## src/rtl/sync_sp_ram_ctrl_nx64.sv

```systemverilog
// Initiator for a synchronous single-port N x 64-bit byte-enable RAM: request stream in,
// read-response stream out, with optional zero-fill after reset.
module sync_sp_ram_ctrl_nx64 #(
  parameter int ADDR_WIDTH  = 10,
  parameter int DATA_DEPTH  = 1024,
  parameter int RAM_LATENCY = 1,
  parameter bit INIT_ZERO   = 1'b1
) (
  input  logic                  Clk_CI,
  input  logic                  Rst_RBI,
  input  logic                  ReqValid_SI,
  output logic                  ReqReady_SO,
  input  logic                  ReqWrEn_SI,
  input  logic [7:0]            ReqBEn_SI,
  input  logic [ADDR_WIDTH-1:0] ReqAddr_DI,
  input  logic [63:0]           ReqWrData_DI,
  output logic                  RspValid_SO,
  input  logic                  RspReady_SI,
  output logic [63:0]           RspRdData_DO,
  output logic                  InitDone_SO,
  output logic                  CSel_SO,
  output logic                  WrEn_SO,
  output logic [7:0]            BEn_SO,
  output logic [ADDR_WIDTH-1:0] Addr_DO,
  output logic [63:0]           WrData_DO,
  input  logic [63:0]           RdData_DI
);

  localparam int FIFO_DEPTH = RAM_LATENCY + 2;
  localparam int PTR_W      = $clog2(FIFO_DEPTH);
  localparam int CRED_W     = $clog2(RAM_LATENCY + 3);

  typedef enum logic [1:0] {RESET_WAIT, CLEAR, RUN} state_e;

  state_e                  state_q, state_d;
  logic [ADDR_WIDTH-1:0]   clrCnt_q, clrCnt_d;
  logic [RAM_LATENCY-1:0]  rdPipe_q, rdPipe_d;
  logic [63:0]             fifoMem_q [FIFO_DEPTH];
  logic [PTR_W-1:0]        wrPtr_q, rdPtr_q;
  logic [CRED_W-1:0]       fillCnt_q, credit_q;

  logic reqReady, accept, readAccept, push, pop;

  // Ready depends on registered state only; credits cap reads so pushes always fit.
  assign reqReady     = (state_q == RUN) && (credit_q < CRED_W'(FIFO_DEPTH));
  assign ReqReady_SO  = reqReady;
  assign accept       = ReqValid_SI & reqReady;
  assign readAccept   = accept & ~ReqWrEn_SI;
  assign push         = rdPipe_q[RAM_LATENCY-1];
  assign RspValid_SO  = (fillCnt_q != '0);
  assign pop          = RspValid_SO & RspReady_SI;
  assign RspRdData_DO = fifoMem_q[rdPtr_q];
  assign InitDone_SO  = (state_q == RUN);

  always_comb begin
    state_d   = state_q;
    clrCnt_d  = clrCnt_q;
    CSel_SO   = 1'b0;
    WrEn_SO   = 1'b0;
    BEn_SO    = '0;
    Addr_DO   = '0;
    WrData_DO = '0;
    case (state_q)
      RESET_WAIT: state_d = INIT_ZERO ? CLEAR : RUN;
      CLEAR: begin
        CSel_SO = 1'b1;
        WrEn_SO = 1'b1;
        BEn_SO  = 8'hFF;
        Addr_DO = clrCnt_q;
        if (clrCnt_q == ADDR_WIDTH'(DATA_DEPTH - 1)) begin
          state_d = RUN;
        end else begin
          clrCnt_d = clrCnt_q + ADDR_WIDTH'(1);
        end
      end
      RUN: begin
        if (accept) begin
          CSel_SO   = 1'b1;
          WrEn_SO   = ReqWrEn_SI;
          BEn_SO    = ReqBEn_SI;
          Addr_DO   = ReqAddr_DI;
          WrData_DO = ReqWrData_DI;
        end
      end
      default: state_d = RESET_WAIT;
    endcase
  end

  always_comb begin
    rdPipe_d    = '0;
    rdPipe_d[0] = readAccept;
    for (int i = 1; i < RAM_LATENCY; i++) begin
      rdPipe_d[i] = rdPipe_q[i-1];
    end
  end

  always_ff @(posedge Clk_CI or negedge Rst_RBI) begin
    if (!Rst_RBI) begin
      state_q  <= RESET_WAIT;
      clrCnt_q <= '0;
      rdPipe_q <= '0;
    end else begin
      state_q  <= state_d;
      clrCnt_q <= clrCnt_d;
      rdPipe_q <= rdPipe_d;
    end
  end

  // Response FIFO and read credits; a read stays charged until its response is popped.
  always_ff @(posedge Clk_CI or negedge Rst_RBI) begin
    if (!Rst_RBI) begin
      for (int i = 0; i < FIFO_DEPTH; i++) begin
        fifoMem_q[i] <= '0;
      end
      wrPtr_q   <= '0;
      rdPtr_q   <= '0;
      fillCnt_q <= '0;
      credit_q  <= '0;
    end else begin
      if (push) begin
        fifoMem_q[wrPtr_q] <= RdData_DI;
        wrPtr_q <= (wrPtr_q == PTR_W'(FIFO_DEPTH - 1)) ? '0 : wrPtr_q + PTR_W'(1);
      end
      if (pop) begin
        rdPtr_q <= (rdPtr_q == PTR_W'(FIFO_DEPTH - 1)) ? '0 : rdPtr_q + PTR_W'(1);
      end
      case ({push, pop})
        2'b10:   fillCnt_q <= fillCnt_q + CRED_W'(1);
        2'b01:   fillCnt_q <= fillCnt_q - CRED_W'(1);
        default: fillCnt_q <= fillCnt_q;
      endcase
      case ({readAccept, pop})
        2'b10:   credit_q <= credit_q + CRED_W'(1);
        2'b01:   credit_q <= credit_q - CRED_W'(1);
        default: credit_q <= credit_q;
      endcase
    end
  end

endmodule

```

## config.mk

```make
export PLATFORM = sky130hd
export DESIGN_NAME = sync_sp_ram_ctrl_nx64
export DESIGN_NICKNAME = d
export VERILOG_FILES = /design/src/rtl/sync_sp_ram_ctrl_nx64.sv
export SDC_FILE = /design/constraint.sdc
export NUM_CORES = 1
export LEC_CHECK = 0
export CAP_MARGIN = 20
export CELL_PAD_IN_SITES_DETAIL_PLACEMENT = 1
export CELL_PAD_IN_SITES_GLOBAL_PLACEMENT = 1
export CORE_MARGIN = 1.5
export CORE_UTILIZATION = 30
export DETAILED_ROUTE_END_ITERATION = 10
export PLACE_DENSITY = 0.74
export SKIP_CTS_REPAIR_TIMING = 1
export SYNTH_ARGS = -nofsm -noshare
export SYNTH_HDL_FRONTEND = slang
export SYNTH_SLANG_ARGS = --single-unit
```

## constraint.sdc

```tcl
create_clock -name Clk_CI -period 5.3 [get_ports Clk_CI]
set_input_delay 1.06 -clock Clk_CI [delete_from_list [all_inputs] [get_ports Clk_CI]]
set_output_delay 1.06 -clock Clk_CI [all_outputs]
set_load 0.02 [all_outputs]
```

After elaboration in Yosys (flattened, before gate mapping)
Index checks and enable logic that the tools add are counted.
{"block": "totals", "in_bits": 151, "elab_cells": 69, "register_bits": 213}
{"block": "op_classes", "reduce_logical": 8, "addsub": 7, "bitwise_logic": 8, "magnitude_cmp": 4, "muxes": 22, "n_eq_ne": 10}
{"cell": "2-to-1 mux 64 bit", "count": 5}
{"cell": "bitwise mux 192 bit", "count": 1}
{"cell": "binary-select mux 64 bit (select 2 bit)", "count": 1}
{"cell": "demux 64 bit (select 2 bit)", "count": 1}
{"cell": "one-hot mux 10 bit (2 select lines)", "count": 1}
{"cell": "one-hot mux 8 bit (2 select lines)", "count": 1}
{"cell": "adder 10 x 1 -> 10 bit (second input constant)", "count": 1}
{"cell": "equality test 10 bit (second input constant)", "count": 1}
{"cell": "equality test 2 bit (second input constant)", "count": 5}
{"cell": "2-to-1 mux 10 bit", "count": 1}
{"cell": "adder 2 x 1 -> 2 bit (second input constant)", "count": 4}
{"cell": "2-to-1 mux 8 bit", "count": 1}
{"cell": "one-hot mux 2 bit (2 select lines)", "count": 2}
{"cell": "equality test 2 x 1 -> 1 bit (second input constant)", "count": 3}
{"cell": "greater-or-equal comparator 3 bit (second input constant)", "count": 2}
{"cell": "2-to-1 mux 2 bit", "count": 3}
{"cell": "inverter 2 -> 3 bit", "count": 2}
{"cell": "one-hot mux 2 bit (3 select lines)", "count": 1}
{"cell": "nonzero test 2 bit", "count": 3}
{"cell": "one-hot mux 1 bit (2 select lines)", "count": 2}
{"cell": "AND reduction 2 bit", "count": 2}
{"cell": "subtractor 2 x 1 -> 2 bit (second input constant)", "count": 2}
{"cell": "AND 1 bit", "count": 3}
{"cell": "< comparator 3 x 1 -> 1 bit (second input constant)", "count": 1}
{"cell": "6 further kinds", "count": 10}

Logic depth before layout (Yosys ltp)
Gate-level depths: netlist of the first run.
{"block": "logic_depth", "word_depth": 6, "mapped_depth": 10, "depth_no_buf": 9}

Worst setup path before layout of the first run
OpenSTA, ideal clock, no wires.
{"block": "synth_timing", "path_kind": "input port to output port", "startpoint": "in ReqValid_SI", "endpoint": "out Addr_DO[5]", "arrival_ns": 1.952, "setup_slack_ns": 2.288, "n_path_buf": 1, "stages": 4, "path_cell_list": "and2_1 -> buf_2 -> nand2_1 -> a21boi_0"}
{"block": "synth_between", "elab_chain_len": 3}
{"element": "start: declaration", "line": "11", "rtl": "input logic ReqValid_SI,"}
{"element": "AND 1 bit", "line": "47", "rtl": "assign accept = ReqValid_SI & reqReady;"}
{"element": "2-to-1 mux 10 bit", "line": "77", "rtl": "if (accept) begin"}
{"element": "one-hot mux 10 bit (2 select lines)", "line": "63", "rtl": "case (state_q)"}
{"element": "end: declaration", "line": "24", "rtl": "output logic [ADDR_WIDTH-1:0] Addr_DO,"}
Every way passes these cells.

Worst setup path after layout of the first run
{"block": "layout_timing", "startpoint": "reg rdPtr_q[0]", "endpoint": "out RspRdData_DO[3]"}
{"block": "layout_between", "elab_chain_len": 4}
{"element": "start: declaration", "line": "39", "rtl": "logic [PTR_W-1:0] wrPtr_q, rdPtr_q;"}
{"element": "start signal: assignment", "line": "125", "rtl": "rdPtr_q <= (rdPtr_q == PTR_W'(FIFO_DEPTH - 1)) ? '0 : rdPtr_q + PTR_W'(1);"}
{"element": "inverter 2 -> 3 bit (not written as such)", "line": "52", "rtl": "assign RspRdData_DO = fifoMem_q[rdPtr_q];"}
{"element": "binary-select mux 64 bit (select 2 bit)", "line": "52"}
{"element": "2-to-1 mux 64 bit (not written as such) (2 in a row)", "line": "52"}
{"element": "end: declaration", "line": "19", "rtl": "output logic [63:0] RspRdData_DO,"}
Every way passes these cells. The select of a mux whose other input is x is not followed.

==> results.tsv, run 1 <==
metric	value	unit
aggregate global routing overflow	0	
Placer Congestion	0.829	
data required time of the worst path	4.24	ns
CTS tree	built	
Post-Syn Instances	841	
Routed Antenna Nets	0	
Layout Nets	1276	
Die ar.	36000	um2
PD cells	352	nW/um2
critical path's largest stage delay	0.84	ns
Peak VDD IR	208	uV
I/O pin cnt	302	
Cell Count, Final, Fillers Out	1592	
Critical Setup Path Class	flop to output pin	
Slew HR	0.280	
Seq/Total Area, Yosys	0.510	
first-pass GRT wire length	50.9	mm
status	completed	
Hold Path Depth	1	
critical path startpoint category	flop	
Multi-input gate area	4720	um2
detailed placer's ending HPWL	22.8	mm
placed insts	1546	
Hold EP	fillCnt_q[1]	
endpoints failing setup	0	
Skew-Pair Late Insertion Delay	0.52	ns
Root Driver	clkbuf_16	
diode count	0	
crit path cell chain	buf_4 > mux2i_1 > o21ai_0 > clkdlybuf4s50_1	
H-tree depth	1	
setup tns final	0	ns
Worst-path clk slew	0.06	ns
Routed Wire Length	33.3	mm
hold_sp	fillCnt_q[1]	
crit end category	output pin	
FILL cells	3645	
MaxCap Viol Count	0	
CP max FO	37	
post-layout util	0.427	
die width	190	um
all-layer global routing usage	0.184	
synth warn	0	
sequential cell area	5340	um2
Core Rows	68	
mapped cell area	10400	um2
initial antenna violation count	0	
Max Fclk	234	MHz
Slowest-stage cell, CP	dfrtp_4	
min-delay worst type	flop to flop	
Final Hold Violating Endpoints	0	
Die H	190	um
Clock Sinks	213	
core area	34400	um2
Num CTS Buffers	25	
commonest cells after routing, fill and taps aside	300 x clkdlybuf4s50_1, 211 x dfrtp_1, 135 x mux2_2, 72 x nand2_1, 66 x o21ai_0	
final worst path period need	4.27	ns
Setup Skew	0.0160	ns
Crit path buffers/inverters	2	
reg2reg end	fifoMem_q[2]	
Netlist cell types	38	
final hold slack	0.463	ns
Max clock buf depth	3	
Starting Density	0.304	
largest net degree at the start of global routing	138	
Reg2Reg Setup Slack	2.90	ns
DRT Pass-1 Iters	4	
vias post-DR	7706	
RR Startpoint	wrPtr_q[1]	
share of cells above drive strength 1	0.230	
syn nets	999	
Synth Area per Inst	12.4	um2
Tightest Pin Transition	1.08	ns
CP arrival	3.21	ns
WL per Instance	20.9	um
drt initial violations	180	
PortBufs	301	
Tcrit/Tclk final	0.806	
synthesis-to-layout area growth	40.3	%
RSZ-0062 raised after global routing	no	
leading area contributor after synthesis	dfrtp_1	
cell family with most CP delay	buffers and inverters	
DRC violations left	0	
post-synth top area share	0.510	
Area contributors post-synth	dfrtp_1 51%, mux2_2 15%, mux2_4 8.6%, mux2i_1 6.2%, and3_1 3.8%	
Reg2Reg Depth	4	
Leakage	6.64	nW
Final Max Tran Viols	0	
Yosys reg bits	213	
commonest non-fill, non-tap cell in the layout	clkdlybuf4s50_1	
via/cell ratio	4.84	
vias in the first global route	8748	
## per-layer routing
metal  vias to the layer above  share of wire  track usage  routed length (um)
met5                         -              0            0                   0
met4                         0          0.049       0.0894                1630
met3                        50          0.061       0.0430                2050
met2                       274           0.50        0.333               16700
met1                      3880           0.39        0.201               12900
li1                       3502              -            -                   -
## synthesized netlist by cell type
library cell / instances
inv_1: 9
or2_2: 1
nor2b_1: 10
and3_1: 64
nand2b_1: 1
a21boi_1: 1
buf_2: 21
nor4_1: 2
nand2_1: 72
nor3_1: 6
o21ai_2: 1
nand4_1: 3
nor2_1: 25
buf_1: 3
clkbuf_1: 25
a22oi_1: 9
buf_12: 7
o31ai_2: 1
buf_4: 6
xor2_1: 5
mux2_2: 135
ha_1: 7
a31oi_1: 1
xnor2_1: 5
mux2_4: 60
and2_1: 1
nand3_1: 5
and2b_1: 1
a21oi_1: 3
a211oi_1: 1
mux2i_1: 65
o21a_1: 1
dfrtp_1: 213
o21ai_0: 66
inv_2: 1
a21o_1: 2
a21boi_0: 1
or3_4: 1
## registers in the layout, indices dropped and copies added, names as in the netlist
signal     count
fifoMem_q    192
wrPtr_q        2
push           1
credit_q       2
rdPtr_q        2
fillCnt_q      2
state_q        2
clrCnt_q      10
## worst max path at each step
stage	startpoint	endpoint	cells past startpoint	slack, ns
finish	rdPtr_q[0]	RspRdData_DO[3]	4	1.03
global route	rdPtr_q[0]	RspRdData_DO[3]	4	0.80
CTS	rdPtr_q[0]	RspRdData_DO[3]	4	0.96
detailed placement	ReqValid_SI	WrEn_SO	5	1.10
global placement	ReqValid_SI	WrEn_SO	5	1.15
floorplan	ReqValid_SI	Addr_DO[5]	4	2.29
## through the flow
step / total power, mW / setup WS, ns / instance area [um2]
2_1_floorplan: 2.60 / 2.29 / 10400
6_report: 5.16 / 1.03 / 14700
5_1_grt: 5.41 / 0.801 / 14700
4_1_cts: 5.26 / 0.956 / 14700
3_3_place_gp: 3.36 / 1.15 / 13800
3_5_place_dp: 3.37 / 1.10 / 13800
## logic make-up after synthesis
family / Yosys count / synth area share
AO/OA/AOI/OAI: 87 / 0.0465
XOR/XNOR: 10 / 0.00838
flip-flops: 213 / 0.510
multiplexers: 260 / 0.294
AND/OR/NAND/NOR: 192 / 0.0910
buffers and inverters: 72 / 0.0414
adder cells (fa/ha/maj): 7 / 0.00838
## final cells by class
| cell class | instances | share of cell area |
|---|---|---|
| Multi-Input combinational cell | 556 | 0.322 |
| Clock inverter | 13 | 0.0123 |
| Timing Repair Buffer | 312 | 0.212 |
| Inverter | 10 | 0.00256 |
| Sequential cell | 213 | 0.364 |
| Tap cell | 455 | 0.0388 |
| Clock buffer | 33 | 0.0481 |
## power by group
part / switching (mW) / leakage [nW] / internal [mW] / total (mW)
clock network: 0.701 / 0.429 / 1.13 / 1.83
registers: 0.111 / 2.65 / 1.70 / 1.81
logic: 0.805 / 3.56 / 0.712 / 1.52
total: 1.62 / 6.64 / 3.55 / 5.16
No activity file was read; power rests on OpenSTA's default activity.
==> run 2: changes to the inputs <==
==> constraint.sdc (replaced) <==
create_clock -name Clk_CI -period 4.35 [get_ports Clk_CI]
set_input_delay 0.87 -clock Clk_CI [delete_from_list [all_inputs] [get_ports Clk_CI]]
set_output_delay 0.87 -clock Clk_CI [all_outputs]
set_load 0.02 [all_outputs]
==> results.tsv, run 2 (synthesis gave the netlist of run 1 again) <==
metric	value	unit	change
final hold slack	0.465	ns	+0.00196 ns
vias post-DR	7741		+0.45%
Tightest Pin Transition	1.05	ns	-0.0344 ns
all-layer global routing usage	0.183		-0.00142
first-pass GRT wire length	50.7	mm	-0.38%
Layout Nets	1278		+0.16%
Routed Wire Length	33.0	mm	-0.95%
FILL cells	3685		+1.1%
share of cells above drive strength 1	0.227		-0.00284
largest net degree at the start of global routing	130		-5.8%
Routed Antenna Nets	0		unchanged
via/cell ratio	4.86		+0.39%
aggregate global routing overflow	0		unchanged
cell family with most CP delay	buffers and inverters		
Die H	190	um	unchanged
Max clock buf depth	3		unchanged
Placed Instance Area	13800	um2	+0.38%
PortBufs	301		unchanged
RSZ-0062 raised after global routing	no		
max reg flops	192		unchanged
endpoints failing setup	0		unchanged
CP max FO	12		-68%
diode count	0		unchanged
Top reg by flops	fifoMem_q		
crit end category	output pin		
crit path cell chain	inv_1 > ha_1 > a21boi_4 > and2_1 > o21ai_2 > nor2_1 > clkdlybuf4s50_1		
Critical Setup Path Class	flop to output pin		
Peak VDD IR	307	uV	+47%
reg2reg end	credit_q[1]		
Largest regs	fifoMem_q: 192 flops, clrCnt_q: 10 flops		
post-layout util	0.427		about the same
DRT Pass-1 Iters	4		unchanged
critical path startpoint category	flop		
synthesis-to-layout area growth	40.4	%	about the same
Root Driver	clkbuf_16		
min-delay worst type	flop to flop		
Clock Sinks	213		unchanged
critical path's largest stage delay	0.62	ns	-0.22 ns
MaxCap Viol Count	0		unchanged
Skew-Pair Late Insertion Delay	0.52	ns	about the same
Placer Congestion	0.871		+5.0%
Die ar.	36000	um2	unchanged
Setup Skew	0.0101	ns	-0.00585 ns
I/O pin cnt	302		unchanged
DRC violations left	0		unchanged
Reg2Reg Depth	8		+4
Max Fclk	253	MHz	
vias in the first global route	8653		-1.1%
fin area	14700	um2	about the same
WL per Instance	20.7	um	-1.0%
detailed placer's ending HPWL	22.7	mm	-0.37%
Num CTS Buffers	25		unchanged
Final Hold Violating Endpoints	0		unchanged
Core Rows	68		unchanged
Leakage	6.64	nW	about the same
commonest non-fill, non-tap cell in the layout	clkdlybuf4s50_1		
RR Startpoint	state_q[0]		
drt initial violations	238		+32%
die width	190	um	unchanged
Critical Path End	WrEn_SO		
final worst path period need	3.96	ns	
Slowest-stage cell, CP	clkdlybuf4s50_1		
data required time of the worst path	3.48	ns	-0.76 ns
Worst-path clk slew	0.06	ns	about the same
CP arrival	3.09	ns	-0.12 ns
PD cells	424	nW/um2	+20%
Stages on worst setup path	7		+3
H-tree depth	1		unchanged
commonest cells after routing, fill and taps aside	300 x clkdlybuf4s50_1, 211 x dfrtp_1, 135 x mux2_2, 72 x nand2_1, 66 x o21ai_0		
core area	34400	um2	unchanged
Tcrit/Tclk final	0.909		
initial antenna violation count	0		unchanged
Slew HR	0.303		+0.0230
Final Max Tran Viols	0		unchanged
status	completed		
setup tns final	0	ns	unchanged
Reg2Reg Setup Slack	1.97	ns	-0.93 ns
CTS tree	built		
Crit path buffers/inverters	2		unchanged
Starting Density	0.304		unchanged
Critical path origin	state_q[0]		
## run 2: cell types whose count changed in the layout (fill, tap and decap cells not counted)
cell / delta
buf_12: +3
buf_4: -1
bufinv_16: -1
clkbuf_1: +4
clkinvlp_4: -3
inv_6: -1
## run 2: area by class of cell
type	count	area (um2)	share of cell area
clock inverter	8	119	0.00810
timing repair buffer	314	3170	0.216
inverter	10	37.5	0.00256
tap	455	569	0.0388
sequential	213	5340	0.364
multi-input combinational	556	4720	0.322
clock buffer	37	721	0.0491
## run 2: routing by layer
metal  global-route usage  vias up  part of all wire
li1                     -     3516                 -
met1                0.204     3912              0.40
met2                0.330      257              0.50
met3               0.0382       56             0.054
met4               0.0873        0             0.048
met5                    0        -                 0
## run 2: worst min-delay path by stage
stage                  from            to  slack, ns  cells past startpoint
6_report       fillCnt_q[1]  fillCnt_q[1]       0.47                      1
5_1_grt        fillCnt_q[1]  fillCnt_q[1]       0.51                      1
4_1_cts        fillCnt_q[1]  fillCnt_q[1]       0.47                      1
3_5_place_dp   fillCnt_q[1]  fillCnt_q[1]       0.46                      1
3_3_place_gp   fillCnt_q[1]  fillCnt_q[1]       0.45                      1
2_1_floorplan  fillCnt_q[1]  fillCnt_q[1]       0.43                      1
## run 2: report_power, final
group / total, mW / switching, mW / internal (mW) / leakage, nW
clock network: 2.14 / 0.825 / 1.32 / 0.415
logic: 1.84 / 0.949 / 0.886 / 3.58
registers: 2.24 / 0.165 / 2.07 / 2.65
total: 6.22 / 1.94 / 4.28 / 6.64
## run 2: metrics by stage
stage	total power [mW]	instances	setup WS [ns]
after floorplan	3.17	841	1.57
after global placement	4.12	1548	0.555
after detailed placement	4.14	1548	0.550
after CTS	6.34	1593	0.378
after global routing	6.52	1593	0.241
final	6.22	1593	0.394
==> run 3: changes to the inputs <==
--- a/config.mk
+++ b/config.mk
@@ -9,9 +9,9 @@
 export CELL_PAD_IN_SITES_DETAIL_PLACEMENT = 1
 export CELL_PAD_IN_SITES_GLOBAL_PLACEMENT = 1
 export CORE_MARGIN = 1.5
-export CORE_UTILIZATION = 30
+export CORE_UTILIZATION = 38
 export DETAILED_ROUTE_END_ITERATION = 10
-export PLACE_DENSITY = 0.74
+export PLACE_DENSITY = 0.92
 export SKIP_CTS_REPAIR_TIMING = 1
 export SYNTH_ARGS = -nofsm -noshare
 export SYNTH_HDL_FRONTEND = slang
==> results.tsv, run 3 (synthesis gave the netlist of run 1 again) <==
metric	value	unit	change
cell family with most CP delay	simple AND/OR/NAND/NOR gates		
synthesis-to-layout area growth	38.8	%	
combinational power share	0.299		+0.004
met1 WL	12.2	mm	-6.5%
Max Fclk	246	MHz	-2.9%
RR Startpoint	push		
Top reg by flops	fifoMem_q		
setup tns final	0	ns	unchanged
reg2reg end	fifoMem_q[0]		
detailed placer's ending HPWL	23.5	mm	+3.5%
post-layout util	0.538		+0.111
critical path's largest stage delay	0.68	ns	+0.06 ns
Reg2Reg Setup Slack	1.96	ns	about the same
Core Rows	60		-12%
PortBufs	301		unchanged
crit path cell chain	inv_1 > ha_1 > a21boi_4 > and2_1 > o21ai_2 > nor2_1 > clkdlybuf4s50_1		
CP arrival	3.20	ns	+0.11 ns
vias in the first global route	8936		+3.3%
PD cells	427	nW/um2	+0.63%
Tightest Pin Transition	1.02	ns	-0.0212 ns
die width	169	um	-11%
Placer Congestion	0.924		+6.1%
Peak VDD IR	282	uV	-8.2%
Clock Sinks	213		unchanged
CP max FO	12		unchanged
Slew HR	0.317		+0.0141
initial antenna violation count	2		+2
drt initial violations	291		+22%
DRC violations left	0		unchanged
Slowest-stage cell, CP	clkdlybuf4s50_1		
I/O pin cnt	302		unchanged
endpoints failing setup	0		unchanged
Routed Antenna Nets	0		unchanged
commonest non-fill, non-tap cell in the layout	clkdlybuf4s50_1		
Die ar.	28500	um2	-21%
min-delay worst type	input pin to async pin		
data required time of the worst path	3.48	ns	about the same
Critical Setup Path Class	flop to output pin		
Setup Skew	0.0237	ns	+0.0136 ns
largest net degree at the start of global routing	89		-32%
core area	27000	um2	-22%
Reg2Reg Depth	4		-4
all-layer global routing usage	0.234		+0.0519
Final Max Tran Viols	0		unchanged
final worst path period need	4.07	ns	+0.116 ns
met2 WL post-DR	17.6	mm	+6.0%
share of cells above drive strength 1	0.231		+0.00399
first-pass GRT wire length	51.3	mm	+1.1%
Die H	169	um	-11%
Routed Wire Length	33.6	mm	+1.7%
MaxCap Viol Count	0		unchanged
WL per Instance	22.6	um	+9.2%
FILL cells	2745		-26%
switching part of the total power	0.322		+0.00999
commonest cells after routing, fill and taps aside	300 x clkdlybuf4s50_1, 211 x dfrtp_1, 135 x mux2_2, 72 x nand2_1, 66 x o21ai_0		
Final Hold Violating Endpoints	0		unchanged
Layout Nets	1279		+0.078%
WL met3	2.28	mm	+27%
Max clock buf depth	3		unchanged
Tcrit/Tclk final	0.936		+0.0268
max reg flops	192		unchanged
Skew-Pair Late Insertion Delay	0.53	ns	about the same
aggregate global routing overflow	0		unchanged
Crit path buffers/inverters	2		unchanged
vias post-DR	7818		+0.99%
RSZ-0062 raised after global routing	no		
Leakage	6.63	nW	-0.18%
Root Driver	clkbuf_16		
critical path startpoint category	flop		
H-tree depth	1		unchanged
top routing layer used	met4		
Starting Density	0.388		+0.0837
Num CTS Buffers	25		unchanged
Largest regs	fifoMem_q: 192 flops, clrCnt_q: 10 flops		
Worst-path clk slew	0.06	ns	about the same
DRT Pass-1 Iters	4		unchanged
sequential share of power	0.361		about the same
Pwr Total	6.18	mW	-0.54%
CTS tree	built		
internal power	4.19	mW	-2.0%
NetSw	1.99	mW	+2.6%
via/cell ratio	5.27		+8.5%
status	completed		
crit end category	output pin		
Clock power frac	0.339		-0.006
==> run 3: cell count changes in the layout (fill, tap and decap cells not counted), moves of 2 or more <==
cell        change
buf_12          -3
buf_4           +4
bufinv_16       -2
clkbuf_1        -3
clkbuf_8        +3
clkinvlp_4      +3
diode_2         +2
==> run 3: worst max-delay path by stage <==
stage	start	cells past startpoint	to	slack, ns
2_1_floorplan	state_q[0]	7	Addr_DO[5]	1.57
3_3_place_gp	ReqValid_SI	5	WrEn_SO	0.45
3_5_place_dp	ReqValid_SI	5	WrEn_SO	0.39
4_1_cts	state_q[0]	7	WrEn_SO	0.23
5_1_grt	state_q[0]	7	WrEn_SO	0.14
6_report	state_q[0]	7	WrEn_SO	0.28
==> run 3: routing by layer <==
metal / GRT usage / vias to the layer above
li1: - / 3509
met1: 0.245 / 3994
met2: 0.441 / 257
met3: 0.0578 / 58
met4: 0.107 / 0
met5: 0 / -
==> run 3: per-stage QoR <==
| stage | worst slack (ns) | instance area [um2] | instances | hold slack (ns) |
|---|---|---|---|---|
| 2_1_floorplan | 1.57 | 10400 | 841 | 0.434 |
| 3_3_place_gp | 0.448 | 13700 | 1435 | 0.448 |
| 3_5_place_dp | 0.390 | 13700 | 1435 | 0.493 |
| 4_1_cts | 0.234 | 14500 | 1481 | 0.417 |
| 5_1_grt | 0.140 | 14500 | 1483 | 0.438 |
| 6_report | 0.278 | 14500 | 1483 | 0.403 |
==> run 3: cell type report <==
type	count	area [um2]	share of cell area
timing repair buffer	315	3130	0.216
tap	341	427	0.0294
sequential	213	5340	0.368
multi-input combinational	556	4720	0.326
inverter	10	37.5	0.00259
clock inverter	10	101	0.00699
antenna	2	5.00	0.000345
clock buffer	36	737	0.0508
==> run 3: power groups by stage <==
| stage | clock network (mW) | logic [mW] | registers (mW) |
|---|---|---|---|
| 6_report | 2.10 | 1.85 | 2.23 |
| 5_1_grt | 2.24 | 1.97 | 2.25 |
| 4_1_cts | 2.15 | 1.87 | 2.23 |
| 3_5_place_dp | 0 | 1.86 | 2.27 |
| 3_3_place_gp | 0 | 1.81 | 2.26 |
| 2_1_floorplan | 0 | 1.02 | 2.15 |
